**src/rtl/fetch_unit_if.sv**
```systemverilog
// ---------------------------------------------------------------------------
// fetch_unit_if : instruction-memory request/response bus.
//
// Signals
//   ImemReqF     fetch -> mem  request valid
//   ImemAddrF    fetch -> mem  request address (64b, word aligned)
//   ImemReadyF   mem -> fetch  request accepted this cycle
//   ImemRvalidF  mem -> fetch  response data valid
//   ImemRdataF   mem -> fetch  fetched instruction (32b)
//
// Modports
//   master : the fetch unit (drives request, samples response)
//   slave  : the instruction memory
// ---------------------------------------------------------------------------
interface fetch_unit_if;
    logic        ImemReqF;
    logic [63:0] ImemAddrF;
    logic        ImemReadyF;
    logic        ImemRvalidF;
    logic [31:0] ImemRdataF;

    modport master (
        output ImemReqF,
        output ImemAddrF,
        input  ImemReadyF,
        input  ImemRvalidF,
        input  ImemRdataF
    );

    modport slave (
        input  ImemReqF,
        input  ImemAddrF,
        output ImemReadyF,
        output ImemRvalidF,
        output ImemRdataF
    );
endinterface

```
**src/rtl/fetch_unit.sv**
```systemverilog
// ---------------------------------------------------------------------------
// fetch_unit : instruction-fetch stage.
//
// Owns the fetch PC, keeps at most one instruction-memory request in flight,
// discards responses that belong to a path abandoned by a redirect, and
// loads the IF/ID pipeline register under decode stall/flush control.
//
// Ports
//   clk, rst_n   core clock, asynchronous active-low reset
//   PCnext       next PC from the PC select mux (low two bits ignored)
//   PCSrcE       PC source select; non-zero means redirect
//   StallD       hold IF/ID contents
//   FlushD       invalidate IF/ID at the next edge
//   imem         instruction-memory bus (master side)
//   PCF          current fetch PC
//   PCPlus4F     PCF + 4 (combinational, wraps modulo 2^64)
//   InstrD       IF/ID instruction (NOP_INSTR when no valid instruction)
//   PCD          IF/ID PC
//   PCPlus4D     IF/ID PC + 4
//   ValidD       InstrD holds a real instruction
// ---------------------------------------------------------------------------
module fetch_unit #(
    parameter logic [63:0] RESET_PC  = 64'h0000_0000_0000_0000,
    parameter logic [31:0] NOP_INSTR = 32'h0000_0013
) (
    input  logic                clk,
    input  logic                rst_n,
    input  logic [63:0]         PCnext,
    input  logic [1:0]          PCSrcE,
    input  logic                StallD,
    input  logic                FlushD,
    fetch_unit_if.master        imem,
    output logic [63:0]         PCF,
    output logic [63:0]         PCPlus4F,
    output logic [31:0]         InstrD,
    output logic [63:0]         PCD,
    output logic [63:0]         PCPlus4D,
    output logic                ValidD
);

    // REQ : request presented on the bus
    // WAIT: request accepted, response pending and still wanted
    // KILL: request accepted, response pending but wrong-path
    // HOLD: response captured while decode was stalled
    localparam logic [1:0] ST_REQ  = 2'd0;
    localparam logic [1:0] ST_WAIT = 2'd1;
    localparam logic [1:0] ST_KILL = 2'd2;
    localparam logic [1:0] ST_HOLD = 2'd3;

    logic [1:0]  r_state;
    logic [63:0] r_pcf;
    logic [31:0] r_hold_instr;
    logic [63:0] r_hold_pc;
    logic [63:0] r_hold_pc4;
    logic [31:0] r_instr_d;
    logic [63:0] r_pc_d;
    logic [63:0] r_pc4_d;
    logic        r_valid_d;

    logic [1:0]  w_state_next;
    logic        w_redirect;
    logic        w_stall;
    logic [63:0] w_pc_plus4;
    logic [63:0] w_pc_target;
    logic        w_pc_load;
    logic        w_deliver;
    logic        w_hold_load;
    logic [31:0] w_del_instr;
    logic [63:0] w_del_pc;
    logic [63:0] w_del_pc4;

    assign w_redirect  = |PCSrcE;
    assign w_pc_plus4  = r_pcf + 64'd4;
    assign w_pc_target = PCnext & ~64'h3;

    // A flush wipes IF/ID regardless of StallD, so a flushed stall must not
    // park the response in the hold buffer: it is delivered straight into
    // the flushed register and lost, and fetch moves on.
    assign w_stall = StallD & ~FlushD;

    // NOTE: every signal written here gets a default first so that no path
    // through the case leaves one unassigned and infers a latch.
    always_comb begin
        w_state_next = r_state;
        w_pc_load    = 1'b0;
        w_deliver    = 1'b0;
        w_hold_load  = 1'b0;
        w_del_instr  = imem.ImemRdataF;
        w_del_pc     = r_pcf;
        w_del_pc4    = w_pc_plus4;

        case (r_state)
            ST_REQ: begin
                // An un-accepted request just retargets; an accepted one that
                // coincides with a redirect is already wrong-path.
                w_pc_load = w_redirect;
                if (imem.ImemReadyF) begin
                    w_state_next = w_redirect ? ST_KILL : ST_WAIT;
                end
            end
            ST_WAIT: begin
                if (imem.ImemRvalidF) begin
                    if (w_redirect) begin
                        w_pc_load    = 1'b1;
                        w_state_next = ST_REQ;
                    end else if (!w_stall) begin
                        w_deliver    = 1'b1;
                        w_pc_load    = 1'b1;
                        w_state_next = ST_REQ;
                    end else begin
                        w_hold_load  = 1'b1;
                        w_state_next = ST_HOLD;
                    end
                end else if (w_redirect) begin
                    w_pc_load    = 1'b1;
                    w_state_next = ST_KILL;
                end
            end
            ST_KILL: begin
                w_pc_load = w_redirect;
                if (imem.ImemRvalidF) begin
                    w_state_next = ST_REQ;
                end
            end
            ST_HOLD: begin
                w_del_instr = r_hold_instr;
                w_del_pc    = r_hold_pc;
                w_del_pc4   = r_hold_pc4;
                if (w_redirect) begin
                    w_pc_load    = 1'b1;
                    w_state_next = ST_REQ;
                end else if (!w_stall) begin
                    w_deliver    = 1'b1;
                    w_pc_load    = 1'b1;
                    w_state_next = ST_REQ;
                end
            end
            default: w_state_next = ST_REQ;
        endcase
    end

    // NOTE: sequential state uses non-blocking assignments so every register
    // samples pre-edge values regardless of statement order.
    always_ff @(posedge clk or negedge rst_n) begin
        if (!rst_n) begin
            r_state <= ST_REQ;
            r_pcf   <= RESET_PC;
        end else begin
            r_state <= w_state_next;
            if (w_pc_load) begin
                r_pcf <= w_pc_target;
            end
        end
    end

    // NOTE: the hold buffer is cleared on reset even though it is always
    // written before being read, so its contents are never X in simulation.
    always_ff @(posedge clk or negedge rst_n) begin
        if (!rst_n) begin
            r_hold_instr <= 32'd0;
            r_hold_pc    <= 64'd0;
            r_hold_pc4   <= 64'd0;
        end else if (w_hold_load) begin
            r_hold_instr <= imem.ImemRdataF;
            r_hold_pc    <= r_pcf;
            r_hold_pc4   <= w_pc_plus4;
        end
    end

    // IF/ID register: flush beats stall beats delivery beats bubble.
    always_ff @(posedge clk or negedge rst_n) begin
        if (!rst_n) begin
            r_instr_d <= NOP_INSTR;
            r_pc_d    <= 64'd0;
            r_pc4_d   <= 64'd0;
            r_valid_d <= 1'b0;
        end else if (FlushD) begin
            r_instr_d <= NOP_INSTR;
            r_valid_d <= 1'b0;
        end else if (!StallD) begin
            if (w_deliver) begin
                r_instr_d <= w_del_instr;
                r_pc_d    <= w_del_pc;
                r_pc4_d   <= w_del_pc4;
                r_valid_d <= 1'b1;
            end else begin
                r_instr_d <= NOP_INSTR;
                r_valid_d <= 1'b0;
            end
        end
    end

    // The request is masked while reset is held even though the state
    // register already sits in REQ.
    assign imem.ImemReqF  = rst_n && (r_state == ST_REQ);
    assign imem.ImemAddrF = r_pcf;

    assign PCF      = r_pcf;
    assign PCPlus4F = w_pc_plus4;
    assign InstrD   = r_instr_d;
    assign PCD      = r_pc_d;
    assign PCPlus4D = r_pc4_d;
    assign ValidD   = r_valid_d;

endmodule

```
**src/flat_wrapper.sv**
```systemverilog
// flat-port wrapper written by rule: the top's interface ports become plain ports
module fetch_unit_flat 
#(
    parameter logic [63:0] RESET_PC  = 64'h0000_0000_0000_0000,
    parameter logic [31:0] NOP_INSTR = 32'h0000_0013
)
  (clk, rst_n, PCnext, PCSrcE, StallD, FlushD, PCF, PCPlus4F, InstrD, PCD, PCPlus4D, ValidD, imem_ImemReqF, imem_ImemAddrF, imem_ImemReadyF, imem_ImemRvalidF, imem_ImemRdataF);
  fetch_unit_if imem_i ();
  input  logic clk;
  input  logic rst_n;
  input  logic [63:0] PCnext;
  input  logic [1:0] PCSrcE;
  input  logic StallD;
  input  logic FlushD;
  output logic [63:0] PCF;
  output logic [63:0] PCPlus4F;
  output logic [31:0] InstrD;
  output logic [63:0] PCD;
  output logic [63:0] PCPlus4D;
  output logic ValidD;
  output wire logic [$bits(imem_i.ImemReqF)-1:0] imem_ImemReqF;
  output wire logic [$bits(imem_i.ImemAddrF)-1:0] imem_ImemAddrF;
  input wire logic [$bits(imem_i.ImemReadyF)-1:0] imem_ImemReadyF;
  input wire logic [$bits(imem_i.ImemRvalidF)-1:0] imem_ImemRvalidF;
  input wire logic [$bits(imem_i.ImemRdataF)-1:0] imem_ImemRdataF;
  assign imem_ImemReqF = imem_i.ImemReqF;
  assign imem_ImemAddrF = imem_i.ImemAddrF;
  assign imem_i.ImemReadyF = imem_ImemReadyF;
  assign imem_i.ImemRvalidF = imem_ImemRvalidF;
  assign imem_i.ImemRdataF = imem_ImemRdataF;
  fetch_unit #(.RESET_PC(RESET_PC), .NOP_INSTR(NOP_INSTR)) u_core (.clk(clk), .rst_n(rst_n), .PCnext(PCnext), .PCSrcE(PCSrcE), .StallD(StallD), .FlushD(FlushD), .imem(imem_i), .PCF(PCF), .PCPlus4F(PCPlus4F), .InstrD(InstrD), .PCD(PCD), .PCPlus4D(PCPlus4D), .ValidD(ValidD));
endmodule
```
**config.mk**
```make
export PLATFORM = sky130hd
export DESIGN_NAME = fetch_unit_flat
export DESIGN_NICKNAME = d
export VERILOG_FILES = /design/src/rtl/fetch_unit_if.sv /design/src/rtl/fetch_unit.sv /design/src/flat_wrapper.sv
export SDC_FILE = /design/constraint.sdc
export NUM_CORES = 1
export LEC_CHECK = 0
export CORE_MARGIN = 2
export CORE_UTILIZATION = 44
export DETAILED_ROUTE_END_ITERATION = 8
export PLACE_DENSITY = 0.76
export SYNTH_ARGS = -nofsm -noshare
export SYNTH_HDL_FRONTEND = slang
export SYNTH_SLANG_ARGS = --single-unit
```
**constraint.sdc**
```tcl
create_clock -name clk -period 2.9 [get_ports clk]
set_input_delay 0.725 -clock clk [delete_from_list [all_inputs] [get_ports clk]]
set_output_delay 0.725 -clock clk [all_outputs]
set_load 0.03 [all_outputs]
```
# Word-level counts from Yosys, hierarchy flattened
# Cells that the tools add are included.
[word_totals]
regBits = 383
latchBits = 0
mem_bits_rw = 0
mem_bits_ro = 0
in_bits = 104
output_inout_bits = 354
wordCells = 58
n_memories = 0
[classes]
add_sub_neg = 1
n_mul = 0
div_mod_pow = 0
magnitude_cmp = 0
n_eq_ne = 8
shifts = 0
n_mux = 31
n_bitwise = 3
reduce_logical = 6
[op_table]
columns = ["op", "count"]
rows = [
  ["two-way mux 32 bit", 4],
  ["two-way mux 64 bit", 2],
  ["adder 64 x 3 -> 64 bit (second input constant)", 1],
  ["two-way mux 2 bit", 9],
  ["two-way mux 1 bit", 13],
  ["one-hot mux 2 bit (4 select lines)", 1],
  ["inequality test 3 x 2 -> 1 bit (second input constant)", 2],
  ["equality test 2 bit (second input constant)", 2],
  ["inequality test 2 bit (second input constant)", 2],
  ["AND reduction 4 bit", 1],
  ["OR reduction 2 bit", 2],
  ["one-hot mux 1 bit (3 select lines)", 1],
  ["AND reduction 3 bit", 1],
  ["equality test 2 x 1 -> 1 bit (second input constant)", 1],
  ["logical NOT 2 bit", 1],
  ["inequality test 2 x 1 -> 1 bit (second input constant)", 1],
  ["NOT 1 bit", 2],
  ["one-hot mux 1 bit (2 select lines)", 1],
  ["bitwise AND 1 bit", 1],
  ["logical AND 1 bit", 1],
]

# Logic depth before layout (Yosys ltp)
# Gate-level depths: netlist of the first run.
[logic_depth]
depth_word = 9
ltp_mapped = 8
ltp_nobuf = 7

# Worst setup path after synthesis of the first run
# Ideal clock, no wire load.
[synth_timing]
path_kind = "flip-flop to output port"
startpoint = "register u_core.r_pcf[15] (netlist: u_core.PCF[15])"
endpoint = "output port PCPlus4F[63]"
arrival_ps = 2692
t_required_ps = 2175
path_slack_ps = -517
stages_incl_launch_ff = 8
path_buffers = 2
path_cell_list = "dfrtp_1 > buf_2 > nand4_1 > or4_1 > or2_1 > buf_6 > nor4_2 > xor2_1"
[synth_between]
elab_chain_len = 1
[synth_lines]
columns = ["element", "line", "text"]
rows = [
  ["from (decl)", "fetch_unit.sv:51", "logic [63:0] r_pcf;"],
  ["from (signal assigned)", "fetch_unit.sv:151", "r_pcf <= w_pc_target;"],
  ["adder 64 x 3 -> 64 bit", "fetch_unit.sv:73", "assign w_pc_plus4 = r_pcf + 64'd4;"],
  ["to (decl)", "flat_wrapper.sv:16", "output logic [63:0] PCPlus4F;"],
]
# No other way between the ends.

# Worst setup path in the final report of the first run
[layout_timing]
startpoint = "register u_core.r_pcf[6] (netlist: u_core.PCF[6])"
endpoint = "output port PCPlus4F[57]"
# Same word-level chain as after synthesis.

==> flow_summary.ini, run 1 <==
[logic_synthesis]
synth-async-reset-ratio_pct = 100
synth_cells = 1682
synth_compound_area_share_pct = 7.66
synth-edff-count = 0
yosysTopAreaCellShare_pct = 53.8
synthSimpleGateAreaFrac_pct = 14.7
ys_types = 49
post-synth-top-count-cell = dfrtp_1
synth_fa_ha_area_share_pct = 0.0720
synth_xor_area_share_pct = 2.81
synth-seq-area-share_pct = 54.3
synth.area.top_cells = dfrtp_1, mux2_2, nand2_1
synth_area_per_cell_um2 = 10.3
yosysTopAreaCell = dfrtp_1
synth_mux_area_share_pct = 14.1
synth_seq_cells = 377
yosys_warnings = 0
synth_top_family_by_area = simple AND/OR/NAND/NOR gates
syn_area_um2 = 17400
yosys-top-cells-count = dfrtp_1, nand2_1, mux2_2
ys.flop_type = dfrtp_1

[critical_path]
rrSetupSlack_ns = -0.45
crit_buf_inv = 1
r2r_cells = 24
max_stage_delay_ns = 0.54
required_ns = 2.17
cp-start-kind = register
cp_top_family = simple AND/OR/NAND/NOR gates
cp_max_fo = 4
crit_path_cell_trace = nand4_4 > or3_4 > or4_4 > or3_4 > xnor2_4 > buf_6
path_class = reg2out
worstReg2RegEnd = u_core.PCPlus4D[60]$_DFFE_PN0P_
path_depth = 6
cp_common_cell = or3_4
crit_arrival_ns = 2.79
crit_slowest_cell = or4_4
rr_startpoint = u_core.PCF[2]$_DFFE_PN0P_
end_kind = output pin

[sta]
fin_ws_ns = -0.619
slew_headroom_pct = 44.4
fin_crit_sh_pct = 121
slew_viol_final = 0
fin_skew_ns = 0.0205
layout_min_cycle_time_ns = 3.52
setup_viol = 52
tightest_slew_ns = 0.833
fmax_mhz = 284
rsz0062_at_grt = true
hold_viol_final = 0
setup_tns_ns = -20.21

[detailed_routing]
drcViolationCount = 0
drt_iter0_drc = 1055
via_count = 15401
antenna_left = 0
dr.pass1.iters = 5
wl_per_cell_um = 21.2
routed_via_density = 5.46
wirelength_mm = 59.9

[run]
maxCapViolCount = 0

[power]
leakagePower_nw = 12.2
powerDensity_nw_per_um2 = 580
vdd_drop_max_mv = 0.462
power.total_w = 0.0154

[floorplan]
rows = 72
ios = 458
die_area_um2 = 41100
design.core.area_um2 = 38800
start_util_pct = 44.8
die_h_um = 203
die_w_um = 203

[clock_tree]
htreeDepth = 2
clock-root-buffer = clkbuf_16
clk_latency_ns = 0.57
cts_tree = built
clock_sinks = 377
cts_buffer_depth = 3
clk_pin_slew_ns = 0.06
cts_buffers = 42

[status]
status = complete, but fails checks
violations = setup timing

[min_path]
hold_path.class = in2async

[final_layout]
final_util_pct = 68.6
nNetsFinal = 2376
drive_above_1_share_pct = 32.3
area_delta_synth_final_pct = 53.2
design_area_um2 = 26600

[global_route]
antenna_found_initial = 1
grt_pass1_wl_mm = 91.0
grt_overflow_total = 0
grt_pass1_vias = 15522
grt_max_degree = 154
grt_util_all_layers_pct = 28.4

[placed_design]
placed_area_um2 = 23500
dp_hpwl_mm = 40.1
post-place-ws_ns = -0.209
port_buffers = 445
place.gp.congestion = 0.862
worst max path at each step:
| stage | end | startpoint |
|---|---|---|
| 6_report | PCPlus4F[57] | u_core.PCF[6]$_DFFE_PN0P_ |
| 5_1_grt | PCPlus4F[57] | u_core.PCF[6]$_DFFE_PN0P_ |
| 4_1_cts | PCPlus4F[57] | u_core.PCF[6]$_DFFE_PN0P_ |
| 3_5_place_dp | PCPlus4F[39] | u_core.PCF[3]$_DFFE_PN0P_ |
| 3_3_place_gp | PCPlus4F[55] | u_core.PCF[3]$_DFFE_PN0P_ |
| 2_1_floorplan | PCPlus4F[57] | u_core.PCF[7]$_DFFE_PN0P_ |
repair_timing:
item,CTS,global route
setup endpoints to repair,61,56
buffers inserted,56,45
hold buffers,0,0
gates cloned,0,0
gates resized for setup,152,75
pin swaps,52,45
state kept, by name, summed over array words and instances, names as in the netlist:
name	count
u_core.InstrD	32
u_core.PCD	62
u_core.PCF	62
u_core.PCPlus4D	62
u_core.ValidD	1
u_core.r_hold_instr	32
u_core.r_hold_pc	62
u_core.r_hold_pc4	62
u_core.r_state	2
cell type report:
| class | count | area (um2) |
|---|---|---|
| clock buffer | 70 | 1310 |
| inverter | 35 | 131 |
| sequential | 377 | 9480 |
| fill | 2757 | 12200 |
| antenna | 1 | 2.50 |
| clock inverter | 6 | 63.8 |
| timing repair buffer | 721 | 7040 |
| multi-input combinational | 1094 | 7960 |
| tap | 518 | 648 |
worst reg2reg max path, cell delays in order (launching register included):
cell and delay, ns:
dfrtp_2 0.43, ha_2 0.22, nand3_4 0.10, buf_4 0.12
nor3_4 0.04, buf_12 0.13, nand3_1 0.08, buf_6 0.13
nor4_4 0.05, buf_4 0.13, buf_4 0.12, buf_4 0.12
buf_4 0.12, buf_4 0.12, buf_4 0.12, buf_4 0.12
buf_4 0.13, buf_4 0.12, buf_4 0.12, buf_4 0.12
buf_4 0.13, buf_4 0.13, buf_4 0.13, mux2i_1 0.14
nand3_1 0.08
cells in the final DEF (no fill, tap or decap), types with 24 or more instances in the layout:
| cell | Yosys | final |
|---|---|---|
| a21oi_1 | 27 | 26 |
| a31oi_1 | 70 | 70 |
| buf_12 | 0 | 33 |
| buf_4 | 73 | 232 |
| buf_6 | 1 | 60 |
| clkbuf_16 | 0 | 45 |
| clkdlybuf4s50_1 | 0 | 384 |
| dfrtp_1 | 374 | 344 |
| dfrtp_2 | 0 | 30 |
| inv_1 | 35 | 26 |
| mux2_2 | 180 | 180 |
| mux2i_1 | 38 | 38 |
| nand2_1 | 270 | 261 |
| nand3_1 | 52 | 41 |
| nand4_1 | 24 | 24 |
| nor2_1 | 124 | 113 |
| o21ai_0 | 126 | 125 |
cell families after synthesis:
kind of cell / Yosys count
AO/OA/AOI/OAI: 239
XOR/XNOR: 55
adder cells (fa/ha/maj): 1
buffers and inverters: 220
flip-flops: 377
multiplexers: 222
other: 1
AND/OR/NAND/NOR: 567
through the flow:
| stage | hold slack (ns) | cells |
|---|---|---|
| final | 0.208 | 2822 |
| after global routing | 0.278 | 2822 |
| after CTS | 0.241 | 2778 |
| after detailed placement | 0.462 | 2648 |
| after global placement | 0.454 | 2648 |
| after floorplan | 0.429 | 1691 |
report_power, final:
group / switching (W) / total [W] / internal [W]
clock: 0.00216 / 0.00532 / 0.00316
sequential: 0.000342 / 0.00609 / 0.00575
combinational: 0.00230 / 0.00403 / 0.00173
routing by layer:
metal | global-route usage [%] | part of all wire [%] | vias to the layer above
li1 | - | - | 6860
met1 | 36.7 | 40 | 7700
met3 | 6.74 | 7.9 | 126
met2 | 46.5 | 48 | 715
met4 | 10.9 | 3.5 | 0
met5 | 0 | 0 | -
Power figures use the tool's default switching activity.
==> run 2, diff against run 1 <==
--- a/config.mk
+++ b/config.mk
@@ -6,9 +6,9 @@
 export NUM_CORES = 1
 export LEC_CHECK = 0
 export CORE_MARGIN = 2
-export CORE_UTILIZATION = 44
+export CORE_UTILIZATION = 49
 export DETAILED_ROUTE_END_ITERATION = 8
-export PLACE_DENSITY = 0.76
+export PLACE_DENSITY = 0.81
 export SYNTH_ARGS = -nofsm -noshare
 export SYNTH_HDL_FRONTEND = slang
 export SYNTH_SLANG_ARGS = --single-unit
==> constraint.sdc (replaced) <==
create_clock -name clk -period 3.4 [get_ports clk]
set_input_delay 0.85 -clock clk [delete_from_list [all_inputs] [get_ports clk]]
set_output_delay 0.85 -clock clk [all_outputs]
set_load 0.03 [all_outputs]
==> run 2 against run 1 <==
Against the previous run:
- final cell count down 4.8%
- highest routed layer unchanged
- critical endpoint unchanged
- sequential power down 14%
- sequential cell count stayed put
- critical path depth did not move
- largest power group unchanged
- the run still ends with setup timing left
- critical path type unchanged
- core utilization grew 6.0 points
- count of clock-buffer cells in the layout shrank 13
- first-iteration DRC count rose by 33%
==> flow_summary.ini, run 2 (synthesis gave the netlist of run 1 again) <==
[critical_path]
cp_max_fo = 5
cp-start-kind = register
path_class = reg2out
crit_arrival_ns = 2.82
r2r_cells = 12
required_ns = 2.55
end_kind = output pin

[clock_tree]
cts_tree = built
clock_sinks = 377
clock-root-buffer = clkbuf_16
htreeDepth = 2
cts_buffers = 41
cts_buffer_depth = 3
clk_latency_ns = 0.54
clk_pin_slew_ns = 0.06

[final_layout]
drive_above_1_share_pct = 30.0
fill_cells = 2164
final_util_pct = 74.6
final_cell_mix = clkdlybuf4s50_1, dfrtp_1, nand2_1, mux2_2, buf_4
design_area_um2 = 25900
nNetsFinal = 2306
area_delta_synth_final_pct = 48.9
final_common_cell = clkdlybuf4s50_1
diodes = 0

[detailed_routing]
routed_via_density = 5.75
drcViolationCount = 0
drt_iter0_drc = 1407
wirelength_mm = 60.4
antenna_left = 0
via_count = 15451
wl_per_cell_um = 22.5
dr.pass1.iters = 6

[floorplan]
die_area_um2 = 37000
ios = 458
rows = 68
design.core.area_um2 = 34700
die_w_um = 192
start_util_pct = 50.1
die_h_um = 192

[power]
p_sw_share_pct = 31.3
powerDensity_nw_per_um2 = 512
clkPwrFrac_pct = 34.8
leakagePower_nw = 11.8
p_seq_share_pct = 39.7
pwr-share-comb_pct = 25.5
power.total_w = 0.0133
vdd_drop_max_mv = 0.473
power.switching_w = 0.00415
p_int_w = 0.00911

[placed_design]
port_buffers = 445
placed_area_um2 = 22600
dp_hpwl_mm = 39.2
place.gp.congestion = 0.955

[min_path]
hold_path.class = in2async

[sta]
tightest_slew_ns = 1.03
slew_viol_final = 0
hold_viol_final = 0
fin_crit_sh_pct = 108
fin_skew_ns = 0.0339
fin_ws_ns = -0.266
slew_headroom_pct = 31.3
layout_min_cycle_time_ns = 3.67
fmax_mhz = 273
setup_viol = 34
rsz0062_at_grt = true

[global_route]
grt_pass1_vias = 15158
grt_max_degree = 177
antenna_found_initial = 0
grt_pass1_wl_mm = 88.0
grt_util_all_layers_pct = 31.0
grt_overflow_total = 0

[run]
maxCapViolCount = 0

[status]
violations = setup timing
status = complete, but fails checks
==> run 2: cell count changes in the layout (fill, tap and decap cells not counted), moves of 4 or more <==
cell	before	now
nor2_1	113	117
buf_4	232	174
xor2_2	15	11
xor2_1	5	9
clkinv_2	2	7
clkbuf_1	16	7
buf_6	60	53
clkdlybuf4s50_1	384	388
==> run 2: worst max-delay path, stage by stage (launching register included) <==
cell	delay [ns]
dfrtp_2	0.39
nand4_4	0.18
or3_4	0.44
or4_4	0.51
or3_4	0.44
xnor2_4	0.16
buf_6	0.16
==> run 2: routing by layer <==
| layer | track usage [%] | routed length, um | share of wire [%] |
|---|---|---|---|
| met3 | 7.27 | 5580 | 9.2 |
| met5 | 0 | 0 | 0 |
| met1 | 39.0 | 22700 | 38 |
| met2 | 51.4 | 29100 | 48 |
| met4 | 13.3 | 2980 | 4.9 |
==> run 2: through the flow <==
step           instances  setup TNS [ns]  hold slack (ns)  setup slack, ns
2_1_floorplan       1691         -0.0211            0.442          -0.0211
3_3_place_gp        2513               0            0.453           0.0140
3_5_place_dp        2513        -0.00259            0.462         -0.00259
4_1_cts             2642           -3.40            0.144           -0.247
5_1_grt             2686           -7.48            0.149           -0.339
6_report            2686           -4.67            0.157           -0.266
==> run 2: path summary, 6_finish.rpt <==
path                                            startpoint                                end  slack, ns
setup reg to reg                 u_core.PCF[8]$_DFFE_PN0P_  u_core.r_hold_pc4[36]$_DFFE_PN0P_       0.73
hold / removal                                       rst_n   u_core.r_hold_pc[53]$_DFFE_PN0P_       0.16
hold reg to reg            u_core.PCPlus4D[21]$_DFFE_PN0P_    u_core.PCPlus4D[21]$_DFFE_PN0P_       0.47
setup / recovery                 u_core.PCF[8]$_DFFE_PN0P_                       PCPlus4F[57]      -0.27
min in group clk           u_core.PCPlus4D[21]$_DFFE_PN0P_    u_core.PCPlus4D[21]$_DFFE_PN0P_       0.47
max in group asynchronous                            rst_n         u_core.PCF[35]$_DFFE_PN0P_       1.91
==> run 2: power groups by stage <==
stage                     Clock, W  Combinational (W)  Sequential (W)
after floorplan                  0            0.00108         0.00582
after global placement           0            0.00308         0.00528
after detailed placement         0            0.00313         0.00530
after CTS                  0.00466            0.00328         0.00525
after global routing       0.00486            0.00355         0.00530
final                      0.00462            0.00338         0.00526
==> run 2: cell type report <==
| type | instances | area (um2) | area share [%] |
|---|---|---|---|
| sequential | 377 | 9480 | 36.6 |
| multi-input combinational | 1094 | 7840 | 30.3 |
| timing repair buffer | 652 | 6480 | 25.0 |
| clock buffer | 57 | 1200 | 4.63 |
| tap | 455 | 569 | 2.20 |
| clock inverter | 16 | 198 | 0.764 |
| inverter | 35 | 131 | 0.507 |
==> run 2: timing repair <==
action                     4_1_cts  5_1_grt
hold buffers                     0        0
gates cloned                     0        0
setup endpoints to repair       53       51
setup buffers                   58       47
resized for setup              175       67
pin swaps                       57       53
==> run 3, diff against run 2 <==
--- a/config.mk
+++ b/config.mk
@@ -5,10 +5,11 @@
 export SDC_FILE = /design/constraint.sdc
 export NUM_CORES = 1
 export LEC_CHECK = 0
-export CORE_MARGIN = 2
-export CORE_UTILIZATION = 49
+export CORE_AREA = 2 2 178 180
 export DETAILED_ROUTE_END_ITERATION = 8
-export PLACE_DENSITY = 0.81
+export DIE_AREA = 0 0 180 182
+export DONT_BUFFER_PORTS = 1
+export PLACE_DENSITY = 0.72
 export SYNTH_ARGS = -nofsm -noshare
 export SYNTH_HDL_FRONTEND = slang
 export SYNTH_SLANG_ARGS = --single-unit
==> run 3 against run 2 <==
Against the previous run:
- the run ends with slew limit, setup timing left
- critical path depth fell by 1
- non-clock buffer count fell by 464
- maximum frequency rose by 2.0%
- sequential share of layout area rose by 9.2 points
- via count fell by 16%
- critical path type unchanged
==> flow_summary.ini, run 3 (synthesis gave the netlist of run 1 again) <==
[status]
status = complete, but fails checks
violations = slew limit, setup timing

[run]
maxCapViolCount = 0

[critical_path]
cp_max_fo = 4
worstReg2RegEnd = u_core.PCPlus4D[63]$_DFFE_PN0P_
cp-start-kind = register
cp-startpoint = u_core.PCF[7]$_DFFE_PN0P_
required_ns = 2.55
crit_arrival_ns = 2.74
rr_startpoint = u_core.PCF[35]$_DFFE_PN0P_
end_kind = output pin
r2r_cells = 9
path_class = reg2out
rrSetupSlack_ns = 0.73

[floorplan]
design.core.area_um2 = 31000
die_w_um = 180
die_h_um = 182
die_area_um2 = 32800
rows = 65
ios = 458
start_util_pct = 56.1

[clock_tree]
cts_buffers = 41
clk_latency_ns = 0.52
cts_buffer_depth = 3
clock_sinks = 377
clock-root-buffer = clkbuf_16
clk_pin_slew_ns = 0.07
htreeDepth = 2
cts_tree = built

[detailed_routing]
antenna_left = 0
dr.pass1.iters = 6
drt_iter0_drc = 916
wirelength_mm = 50.8
via_count = 12995
routed_via_density = 5.99
wl_per_cell_um = 23.4
drcViolationCount = 0

[sta]
slew_viol_final = 77
fin_crit_sh_pct = 106
layout_min_cycle_time_ns = 3.59
hold_viol_final = 0
tightest_slew_ns = 1.53
rsz0062_at_grt = true
fmax_mhz = 278
setup_viol = 22
fin_ws_ns = -0.194
fin_skew_ns = 0.0162
slew_headroom_pct = -1.75

[final_layout]
instances_no_fill = 2169
fill_cells = 2300
drive_above_1_share_pct = 31.9
final_common_cell = dfrtp_1
final_cell_mix = dfrtp_1, nand2_1, mux2_2, buf_4, o21ai_0
area_delta_synth_final_pct = 18.7
diodes = 0
nNetsFinal = 1842

[power]
power.total_w = 0.0118
powerDensity_nw_per_um2 = 573
vdd_drop_max_mv = 0.549
leakagePower_nw = 9.67

[placed_design]
dp.cells = 2055
dp_hpwl_mm = 34.5
port_buffers = 0
post-place-ws_ns = 0.0595
place.gp.congestion = 0.919

[global_route]
grt_pass1_wl_mm = 77.2
antenna_found_initial = 1
grt_util_all_layers_pct = 30.2
grt_overflow_total = 0
grt_max_degree = 379
grt_pass1_vias = 13004

[min_path]
hold_path.class = in2async
-- run 3: cell types whose count changed in the layout (fill, tap and decap cells not counted), moves of 6 or more --
cell / change
buf_4: -6
xnor2_1: +9
xnor2_2: -7
buf_6: -44
clkdlybuf4s50_1: -388
dfrtp_2: -14
buf_12: -21
dfrtp_1: +14
-- run 3: what timing repair did --
item                                    in CTS  in global routing
endpoints found under the setup margin      37                 36
setup buffers                               18                 23
pin swaps                                   29                 39
gates resized for setup                     97                 51
hold buffers                                 0                  0
-- run 3: per-stage QoR --
stage / hold WS [ns] / TNS, ns / utilization, % / area (um2)
floorplan: 0.442 / -0.0211 / - / 17500
global placement: 0.454 / 0 / 58.8 / 18200
detailed placement: 0.462 / 0 / 58.8 / 18200
CTS: 0.0133 / -1.59 / 65.3 / 20200
global route: 0.00378 / -3.64 / 66.6 / 20600
finish: 0.0314 / -1.64 / 66.6 / 20600
-- run 3: final cells by class --
class / count / area (um2) / area share, %
clock inverter: 10 / 110 / 0.533
clock buffer: 63 / 1230 / 5.95
tap: 402 / 503 / 2.44
multi-input combinational: 1094 / 7640 / 37.0
inverter: 35 / 134 / 0.648
sequential: 377 / 9460 / 45.8
timing repair buffer: 188 / 1570 / 7.62
-- run 3: critical path, cell delays in order, from the launching register on --
cell and delay [ns]:
dfrtp_2 0.40, nand4_4 0.18, or3_4 0.42, or4_4 0.52, or3_4 0.39, xnor2_4 0.30
-- run 3: worst max-delay path by stage --
stage,slack (ns),cells after the start,end
6_report,-0.19,5,PCPlus4F[57]
5_1_grt,-0.30,7,PCPlus4F[63]
4_1_cts,-0.24,5,PCPlus4F[57]
3_5_place_dp,0.06,9,PCPlus4F[62]
3_3_place_gp,0.08,9,PCPlus4F[62]
2_1_floorplan,-0.02,7,PCPlus4F[63]
-- run 3: power breakdown --
| group | switching, W | internal, W |
|---|---|---|
| combinational | 0.00112 | 0.000573 |
| clock | 0.00177 | 0.00264 |
| sequential | 0.000832 | 0.00489 |
-- run 3: metal layers --
layer  track usage (%)  vias to the layer above  part of all wire (%)
met3              10.3                      116                   9.9
met2              48.8                      600                    48
met5                 0                        -                 0.026
met1              37.9                     6495                    39
li1                  -                     5782                     -
met4              10.9                        2                   3.4
